$ cat src/rtl/matmul_apb_master.sv
// APB master sequencer feeding the matmul accelerator's slave port.
// Takes one host request at a time, holds writes while the accelerator is busy, returns one response.
module matmul_apb_master #(
  parameter  int DATA_WIDTH = 16,
  parameter  int BUS_WIDTH  = 64,
  parameter  int ADDR_WIDTH = 16,
  parameter  int TIMEOUT    = 255,
  localparam int MAX_DIM    = BUS_WIDTH / DATA_WIDTH
) (
  input  logic                  clk_i,
  input  logic                  rst_i,
  input  logic                  req_valid_i,
  output logic                  req_ready_o,
  input  logic                  req_write_i,
  input  logic [ADDR_WIDTH-1:0] req_addr_i,
  input  logic [BUS_WIDTH-1:0]  req_wdata_i,
  input  logic [MAX_DIM-1:0]    req_strb_i,
  output logic                  rsp_valid_o,
  input  logic                  rsp_ready_i,
  output logic [BUS_WIDTH-1:0]  rsp_rdata_o,
  output logic                  rsp_err_o,
  output logic                  rsp_timeout_o,
  output logic                  psel_o,
  output logic                  penable_o,
  output logic                  pwrite_o,
  output logic [ADDR_WIDTH-1:0] paddr_o,
  output logic [BUS_WIDTH-1:0]  pwdata_o,
  output logic [MAX_DIM-1:0]    pstrb_o,
  input  logic                  pready_i,
  input  logic                  pslverr_i,
  input  logic [BUS_WIDTH-1:0]  prdata_i,
  input  logic                  busy_i
);

  localparam int CNT_W = $clog2(TIMEOUT + 1);

  typedef enum logic [2:0] {IDLE, HOLD, SETUP, ACCESS, RESP} state_t;

  state_t                state_q, state_d;
  logic                  lat_write_q;
  logic [ADDR_WIDTH-1:0] lat_addr_q;
  logic [BUS_WIDTH-1:0]  lat_wdata_q;
  logic [MAX_DIM-1:0]    lat_strb_q;
  logic [CNT_W-1:0]      tmo_cnt_q;
  logic                  tmo_hit;
  logic                  rsp_valid_q;
  logic [BUS_WIDTH-1:0]  rsp_rdata_q;
  logic                  rsp_err_q;
  logic                  rsp_timeout_q;
  logic                  apb_active;

  assign tmo_hit = (tmo_cnt_q == CNT_W'(TIMEOUT - 1));

  always_comb begin
    state_d = state_q;
    case (state_q)
      IDLE:    if (req_valid_i) state_d = (req_write_i && busy_i) ? HOLD : SETUP;
      HOLD:    if (!busy_i) state_d = SETUP;
      SETUP:   state_d = ACCESS;
      ACCESS:  if (pready_i || tmo_hit) state_d = RESP;
      RESP:    if (rsp_valid_q && rsp_ready_i) state_d = IDLE;
      default: state_d = IDLE;
    endcase
  end

  always_ff @(posedge clk_i) begin
    if (rst_i) begin
      state_q       <= IDLE;
      lat_write_q   <= 1'b0;
      lat_addr_q    <= '0;
      lat_wdata_q   <= '0;
      lat_strb_q    <= '0;
      tmo_cnt_q     <= '0;
      rsp_valid_q   <= 1'b0;
      rsp_rdata_q   <= '0;
      rsp_err_q     <= 1'b0;
      rsp_timeout_q <= 1'b0;
    end else begin
      state_q <= state_d;
      case (state_q)
        IDLE: begin
          if (req_valid_i) begin
            lat_write_q   <= req_write_i;
            lat_addr_q    <= req_addr_i;
            lat_wdata_q   <= req_wdata_i;
            lat_strb_q    <= req_strb_i;
            rsp_rdata_q   <= '0;
            rsp_err_q     <= 1'b0;
            rsp_timeout_q <= 1'b0;
          end
        end
        SETUP: tmo_cnt_q <= '0;
        ACCESS: begin
          if (pready_i) begin
            rsp_rdata_q   <= lat_write_q ? '0 : prdata_i;
            rsp_err_q     <= pslverr_i;
            rsp_timeout_q <= 1'b0;
          end else if (tmo_hit) begin
            rsp_rdata_q   <= '0;
            rsp_err_q     <= 1'b1;
            rsp_timeout_q <= 1'b1;
          end else begin
            tmo_cnt_q <= tmo_cnt_q + CNT_W'(1);
          end
        end
        // Response is presented one cycle after capture and dropped on the handshake
        RESP: rsp_valid_q <= !(rsp_valid_q && rsp_ready_i);
        default: ;
      endcase
    end
  end

  assign apb_active    = (state_q == SETUP) || (state_q == ACCESS);
  assign psel_o        = apb_active;
  assign penable_o     = (state_q == ACCESS);
  assign pwrite_o      = apb_active && lat_write_q;
  assign paddr_o       = apb_active ? lat_addr_q : '0;
  assign pwdata_o      = (apb_active && lat_write_q) ? lat_wdata_q : '0;
  assign pstrb_o       = (apb_active && lat_write_q) ? lat_strb_q : '0;
  assign req_ready_o   = (state_q == IDLE) && !rst_i;
  assign rsp_valid_o   = rsp_valid_q;
  assign rsp_rdata_o   = rsp_rdata_q;
  assign rsp_err_o     = rsp_err_q;
  assign rsp_timeout_o = rsp_timeout_q;

endmodule

$ cat config.mk
export PLATFORM = sky130hd
export DESIGN_NAME = matmul_apb_master
export DESIGN_NICKNAME = d
export VERILOG_FILES = /design/src/rtl/matmul_apb_master.sv
export SDC_FILE = /design/constraint.sdc
export NUM_CORES = 1
export LEC_CHECK = 0
export ABC_AREA = 1
export BUFFER_PORTS_ARGS = -buffer_cell sky130_fd_sc_hd__buf_2
export CAP_MARGIN = 20
export CORE_MARGIN = 3
export CORE_UTILIZATION = 42
export CTS_BUF_LIST = sky130_fd_sc_hd__clkbuf_4 sky130_fd_sc_hd__clkbuf_8 sky130_fd_sc_hd__clkbuf_16
export CTS_CLUSTER_SIZE = 40
export DETAILED_ROUTE_END_ITERATION = 8
export PLACE_DENSITY = 0.78
export RECOVER_POWER = 100
export SLEW_MARGIN = 15
export SYNTH_ARGS = -nofsm -noshare
export SYNTH_HDL_FRONTEND = slang
export SYNTH_SLANG_ARGS = --single-unit
$ cat constraint.sdc
create_clock -name clk_i -period 1.56 [get_ports clk_i]
set_clock_uncertainty 0.1 [all_clocks]
set_input_delay 0.312 -clock clk_i [delete_from_list [all_inputs] [get_ports clk_i]]
set_output_delay 0.312 -clock clk_i [all_outputs]
set_load 0.03 [all_outputs]
# [Word-level counts from Yosys, hierarchy flattened]
# Index checks and enable logic that the tools add are counted.
[op_classes] addsub=1 eq_ne=12 muxes=23 reduce_logical=15
[op_table] op="two-way mux 64 bit" count=5
[op_table] op="one-hot mux 64 bit (2 select lines)" count=1
[op_table] op="two-way mux 16 bit" count=1
[op_table] op="two-way mux 8 bit" count=2
[op_table] op="one-hot mux 8 bit (2 select lines)" count=1
[op_table] op="one-hot mux 3 bit (5 select lines)" count=1
[op_table] op="two-way mux 3 bit" count=4
[op_table] op="inequality test 2 bit (second input constant)" count=5
[op_table] op="adder 8 x 1 -> 8 bit (second input constant)" count=1
[op_table] op="== test 8 bit (second input constant)" count=1
[op_table] op="== test 3 x 2 -> 1 bit (second input constant)" count=2
[op_table] op="AND reduction 3 bit" count=2
[op_table] op="logical AND 1 bit" count=4
[op_table] op="two-way mux 1 bit" count=4
[op_table] op="two-way mux 4 bit" count=1
[op_table] op="one-hot mux 1 bit (2 select lines)" count=2
[op_table] op="AND reduction 4 bit" count=1
[op_table] op="nonzero test 2 bit" count=2
[op_table] op="== test 3 x 1 -> 1 bit (second input constant)" count=1
[op_table] op="== test 3 bit (second input constant)" count=1
[op_table] op="zero test 3 bit" count=1
[op_table] op="inequality test 3 x 1 -> 1 bit (second input constant)" count=1
[op_table] op="zero test 1 bit" count=2
[op_table] op="logical OR 1 bit" count=2
[op_table] op="3 further kinds" count=3
[word_totals] register_bits=163 inputBits=156 out_inout_bits=155 word_cells=61

# [Logic depth before layout (Yosys ltp)]
# Gate-level depths: netlist of the first run.
[depth] depth_word=4 ltp_mapped=11 mapped_depth_nobuf=10

# [Least setup slack after synthesis of the first run]
# OpenSTA, ideal clock, no wires.
[synth_path] kind="register to output" startpoint="register state_q[1]" endpoint="output port pwdata_o[55]" arrival_time_ns=1.914 path_slack_ns=-0.766 stages_incl_launch_ff=11 n_path_buf=2 cell_sequence="dfxtp_1 nand2_2 nor2_4 inv_2 nand2_4 inv_4 nor2_4 inv_2 buf_6 buf_6 nor2_1"
[synth_between] elab_chain_cells=4 word_cells_on_any_way=5 classes_between="eq/ne (2); mux (1); reduce/logical (2)"
[synth_rtl] item="start, declared" line="39" source="state_t state_q, state_d;"
[synth_rtl] item="start signal, assigned" line="79" source="state_q <= state_d;"
[synth_rtl] item="== test 3 x 2 -> 1 bit" line="113" source="assign apb_active = (state_q == SETUP) || (state_q == ACCESS);"
[synth_rtl] item="logical OR 1 bit (*)" line="113"
[synth_rtl] item="net psel_o" line="23" source="output logic psel_o,"
[synth_rtl] item="logical AND 1 bit (*)"
[synth_rtl] item="net pwrite_o" line="25" source="output logic pwrite_o,"
[synth_rtl] item="two-way mux 64 bit (*)" line="118" source="assign pwdata_o = (apb_active && lat_write_q) ? lat_wdata_q : '0;"
[synth_rtl] item="end, declared" line="27" source="output logic [BUS_WIDTH-1:0] pwdata_o,"
# The timed path passes the listed nets; every way through them passes the cells marked *.

# [Worst setup path in the final report of the first run]
[layout_path] startpoint="register state_q[2]" endpoint="output port pwdata_o[39]"
[layout_between] elab_chain_cells=4 word_cells_on_any_way=5 classes_between="eq/ne (2); mux (1); reduce/logical (2)"
[layout_rtl] item="== test 3 x 2 -> 1 bit" line="113"
[layout_rtl] item="logical OR 1 bit (*)" line="113"
[layout_rtl] item="logical AND 1 bit (*)" line="118"
[layout_rtl] item="two-way mux 64 bit (*)" line="118"
# Every way passes the cells marked *; elsewhere a longest branch is shown, timed or not.

==> results.toml, run 1 <==
[global_routing]
antenna_found_initial = 2
grt_max_degree = 56
grt_pass1_wl_mm = 33.98
grt-ovfl-total = 0
grt_pass1_vias = 7009
groute.usage.overall_pct = 23.72

[worst_setup_path]
crit_arrival_ns = 1.81
cp_data_required_time_ns = 1.15
rr_worst_depth = 9
crit_path_end = "pwdata_o[39]"
cp_slowest_cell = "dfxtp_2"
crit_family = "buffers and inverters"
path_class = "register to output port"
r2r-end = "rsp_rdata_o[53]"
path_buf_inv = 6
cp.depth = 10
worstSetupStartpoint = "state_q[2]"
cp_slowest_stage_delay_ns = 0.34
start_kind = "register"
reg2reg_from = "state_q[1]"
r2r_slack_ns = -0.20
critPathMaxFanout = 15
endpoint_kind = "output port"
crit_path_cell_trace = "buf_6 -> nor2_4 -> inv_4 -> nand2_8 -> inv_8 -> nor2_4 -> inv_8 -> buf_12 -> nor2_2 -> buf_6"

[worst_hold_path]
hp-class = "input port to register"

[timing]
fmax_mhz = 450.4
min_period_ns = 2.220
setup_ws_ns = -0.6604
maxSlewHeadroom_pct = 72.83
timing.setup.tns_ns = -64.81
grt_setup_unrepaired = "yes"
worst_slew_pin_slew_ns = 0.4075
hold_violations = 0
period_share_pct = 142.3
setup_viol_count_final = 184
report.final.slew_viol_count = 0

[route]
wl_per_cell_um = 15.09
drt-total-wl_mm = 21.79
postRouteAntennaNets = 0
drtIter0Drc = 351
drc = 0
drt_pass1_iterations = 4
viasPerCell = 4.994
num_vias = 7212

[logic_synthesis]
synthMostInstantiatedCell = "dfxtp_1"
synth-simple-area-share_pct = 20.22
synth_edf_count = 0
synth_top_family_by_area = "simple AND/OR/NAND/NOR gates"
yosysWarnings = 0
async_reset_ff_share_pct = 0
synthMuxAreaShare_pct = 0
syn_area_mm2 = 0.006585
yosysSeqAreaShare_pct = 49.55
syn_avg_cell_area_um2 = 7.366
synth_compound_area_share_pct = 18.87
yosys.cell_types.count = 25
synth_top_flop_cell = "dfxtp_1"
synth-xor-area-share_pct = 0.1330
synth_area_leaders = "dfxtp_1 (50%), a21oi_1 (12%), o21ai_0 (6.8%), inv_1 (6.0%), nand2_1 (6.0%)"
synth_commonest_cells = "dfxtp_1 (163), a21oi_1 (157), inv_1 (106), nand2_1 (106), nor2_1 (96)"
synth_adder_area_share_pct = 0.3800
synth_nets = 1052
synth_top_area_cell = "dfxtp_1"
ys_ff_latch = 163
netlist_instances = 894
synth_top_cell_area_share_pct = 49.55

[die]
die_y_um = 131.2
dieArea_mm2 = 0.01722
num_io_pins = 311
core_mm2 = 0.01526
dieWidth_um = 131.2
start_util_pct = 43.16
placementRows = 45

[cells_and_area]
n_antenna_cell = 0
final_nets = 1380
syn_to_final_growth_pct = 61.52
fill_cells = 1112
final_cells = 1444
drive_gt1_share_pct = 41.20

[placed_design]
globalplace.congestion = 0.8312
dp.cells = 1405
port_buffers = 310
hpwl_mm = 14.45

[clocking]
cts_tree = "built"
clock_latency_ns = 0.41
cts_made_buffers = 17
clockBufferDepth = 2
cts.htree.levels = 4
clockRootBuffer = "clkbuf_16"
clkTransAtPathRegs_ns = 0.06
cts_sinks = 163
cts_hold_buf = 0

[pwr]
ir_drop_mv = 1.104
leakage_uw = 0.004445
p_per_area_mw_per_mm2 = 1466

[status]
violations = "setup timing"
outcome = "finished, violations left"

[flow_run]
cap_violations = 0
[timing repair]
item	4_1_cts	5_1_grt
pin swaps	7	3
gates cloned	1	2
resized for setup	209	52
setup buffers	7	0
setup endpoints to repair	219	247
[sequential cells by signal, summed over array words and instances, names as in the netlist]
signal         count
lat_write_q        1
lat_strb_q         4
rsp_err_o          1
tmo_cnt_q          8
rsp_rdata_o       64
state_q            3
lat_addr_q        16
lat_wdata_q       64
rsp_valid_o        1
rsp_timeout_o      1
[metrics by stage]
step,total power (uW),worst slack (ns),util (%),hold slack (ns),area [um2]
2_1_floorplan,8733,-0.5471,-,0.3300,7074
3_3_place_gp,10190,-0.3132,59.73,0.3400,9114
3_5_place_dp,10280,-0.3455,59.73,0.3433,9114
4_1_cts,15430,-0.7171,68.58,0.03850,10460
5_1_grt,16380,-0.7711,69.71,0.05318,10640
6_report,15590,-0.6604,69.71,0.06127,10640
[worst min-delay path by stage]
stage	from	end	cells after the start
2_1_floorplan	lat_addr_q[0]	lat_addr_q[0]	2
3_3_place_gp	lat_addr_q[1]	lat_addr_q[1]	2
3_5_place_dp	lat_addr_q[3]	lat_addr_q[3]	2
4_1_cts	prdata_i[57]	rsp_rdata_o[57]	3
5_1_grt	prdata_i[3]	rsp_rdata_o[3]	3
6_report	prdata_i[44]	rsp_rdata_o[44]	3
[cell usage in the layout, fill, tap and decap left out, types with 4 or more instances in the layout]
| master | n |
|---|---|
| o21ai_0 | 66 |
| buf_12 | 13 |
| inv_1 | 104 |
| nor2_4 | 80 |
| nor2_1 | 28 |
| clkbuf_2 | 64 |
| buf_6 | 95 |
| o21ai_1 | 23 |
| nand3_1 | 74 |
| nor2_2 | 8 |
| bufinv_16 | 4 |
| nand2_1 | 105 |
| buf_2 | 156 |
| a21oi_1 | 155 |
| dfxtp_1 | 160 |
| clkbuf_16 | 18 |
| buf_4 | 38 |
[cell type report]
cell class | instances | area [um2] | share of cell area (%)
repair buffers | 373 | 2835 | 26.66
well taps | 211 | 264.0 | 2.482
clock inverters | 9 | 155.1 | 1.459
clock buffers | 21 | 467.9 | 4.399
inverters | 110 | 432.9 | 4.070
flip-flops and latches | 163 | 3267 | 30.71
multi-input cells | 557 | 3214 | 30.22
[worst reg2reg max path: cells and delay by family, from the launching register on]
kind,cells,cell delay (ns)
AND/OR/NAND/NOR,5,0.63
AO/OA/AOI/OAI,1,0.15
buffers and inverters,3,0.46
flip-flops,1,0.35
[per-layer routing]
layer / track usage (%) / part of all wire [%]
met1: 27.10 / 39
met2: 41.07 / 51
met3: 8.078 / 8.0
met4: 8.985 / 2.7
met5: 0 / 0.096
[cell families after synthesis]
kind of cell | after synthesis
flops | 163
simple gates | 306
fa+ha+maj | 2
buf+inv | 174
compound gates | 248
xor+xnor | 1
[where the power goes]
group | total, uW | internal [uW] | switching, uW | leakage (uW)
logic | 6040 | 2250 | 3790 | 0.00280
clock network | 4400 | 2780 | 1620 | 0.000306
registers | 5150 | 4890 | 251 | 0.00133
(Power assumes the default switching activity.)
==> run 2: changes to the inputs <==
--- a/config.mk
+++ b/config.mk
@@ -8,7 +8,6 @@
 export ABC_AREA = 1
 export BUFFER_PORTS_ARGS = -buffer_cell sky130_fd_sc_hd__buf_2
 export CAP_MARGIN = 20
-export CORE_MARGIN = 3
 export CORE_UTILIZATION = 42
 export CTS_BUF_LIST = sky130_fd_sc_hd__clkbuf_4 sky130_fd_sc_hd__clkbuf_8 sky130_fd_sc_hd__clkbuf_16
 export CTS_CLUSTER_SIZE = 40
==> results.toml, run 2 (synthesis gave the netlist of run 1 again) <==
[worst_setup_path]
r2r_slack_ns = -0.57
crit_arrival_ns = 2.00
critPathMaxFanout = 14
cp_data_required_time_ns = 1.15
endpoint_kind = "output port"
start_kind = "register"
path_class = "register to output port"

[clocking]
clock_latency_ns = 0.41
cts_tree = "built"
clockRootBuffer = "clkbuf_16"
cts.htree.levels = 4
clockBufferDepth = 2
cts_sinks = 163
clkTransAtPathRegs_ns = 0.07
cts_made_buffers = 17

[cells_and_area]
utilization_pct = 81.50
final_nets = 1428
register_area_mm2 = 0.003267
layout_common_cells = "dfxtp_1 (160), buf_2 (158), inv_1 (104)"
multi_input_area_mm2 = 0.004068
final_cells = 1498
drive_gt1_share_pct = 55.96
finish.instance_area_mm2 = 0.01244
syn_to_final_growth_pct = 88.85
final_common_cell = "dfxtp_1"
fill_cells = 834

[placed_design]
hpwl_mm = 13.55
globalplace.congestion = 0.8099
postPlaceCellArea_mm2 = 0.009151
post-place-ws_ns = -0.3066
dp.cells = 1403
port_buffers = 310

[die]
placementRows = 45
num_io_pins = 311
dieWidth_um = 127.2
core_mm2 = 0.01526
dieArea_mm2 = 0.01618
die_y_um = 127.2
start_util_pct = 43.16

[worst_hold_path]
hp-class = "input port to register"

[route]
drt-total-wl_mm = 28.85
drt-met1-wl_mm = 10.17
wl_per_cell_um = 19.26
viasPerCell = 5.421
wl_met2_mm = 14.57
drc = 0
postRouteAntennaNets = 0
drtIter0Drc = 625
wl_met3_mm = 2.506
num_vias = 8121
top_layer_used = "met4"
drt_pass1_iterations = 5

[pwr]
leakage_uw = 0.005055
ir_drop_mv = 1.034
p_per_area_mw_per_mm2 = 1625
total_power_uw = 20210

[status]
violations = "setup timing"
outcome = "finished, violations left"

[timing]
fmax_mhz = 415.4
min_period_ns = 2.407
grt_setup_unrepaired = "yes"
worst_slew_pin_slew_ns = 0.4131
report.final.slew_viol_count = 0
hold_violations = 0
setup_viol_count_final = 249
setup_ws_ns = -0.8474
period_share_pct = 154.3
maxSlewHeadroom_pct = 72.46

[global_routing]
grt_pass1_vias = 7534
antenna_found_initial = 4
grt_pass1_wl_mm = 37.63
grt-ovfl-total = 0
grt_max_degree = 66
groute.usage.overall_pct = 29.66

[flow_run]
cap_violations = 0
## run 2: per-stage QoR
stage	hold slack, ns	TNS [ns]
after detailed placement	0.3458	-31.91
after global routing	0.05366	-130.64
after global placement	0.3403	-28.56
final	0.05997	-118.34
after CTS	0.04082	-85.24
after floorplan	0.3300	-37.60
## run 2: worst paths after layout
| check | endpoint | depth (start not counted) | startpoint |
|---|---|---|---|
| max reg2reg | lat_wdata_q[47] | 11 | state_q[1] |
| max | pwdata_o[43] | 10 | state_q[1] |
| min reg2reg | rsp_rdata_o[59] | 2 | rsp_rdata_o[59] |
| min | rsp_rdata_o[25] | 3 | prdata_i[25] |
## run 2: layout make-up
| type | count | area share, % |
|---|---|---|
| Clock buffer | 22 | 3.924 |
| Sequential cell | 163 | 26.27 |
| Inverter | 110 | 3.491 |
| Timing Repair Buffer | 418 | 30.42 |
| Antenna cell | 4 | 0.08049 |
| Clock inverter | 10 | 0.9860 |
| Multi-Input combinational cell | 560 | 32.71 |
| Tap cell | 211 | 2.123 |
## run 2: routing by layer
metal / up-vias / global-route usage, %
li1: 3647 / -
met1: 3825 / 32.90
met2: 500 / 52.23
met3: 149 / 6.910
met4: 0 / 16.95
met5: - / 0
## run 2: report_power, final
group	total (uW)	switching, uW	internal [uW]
sequential	5210	318	4900
clock	4310	1750	2560
combinational	10700	5760	4930
## run 2: worst max-delay path, cell delays in order (launching register included)
cell and delay, ns:
dfxtp_2 0.35, nand2_2 0.08, nor2_4 0.14, inv_4 0.06
nand2_8 0.07, inv_8 0.03, nor2_4 0.14, inv_8 0.11
buf_4 0.18, nor2_2 0.24, buf_6 0.18
## run 2: timing repair
item                                    CTS  global route
gates resized for setup                 290           236
pin swaps                                 7            33
endpoints found under the setup margin  245           249
gates cloned                             24             8
setup buffers                            19            12
endpoints found under the hold margin     0             0
hold buffers                              0             0
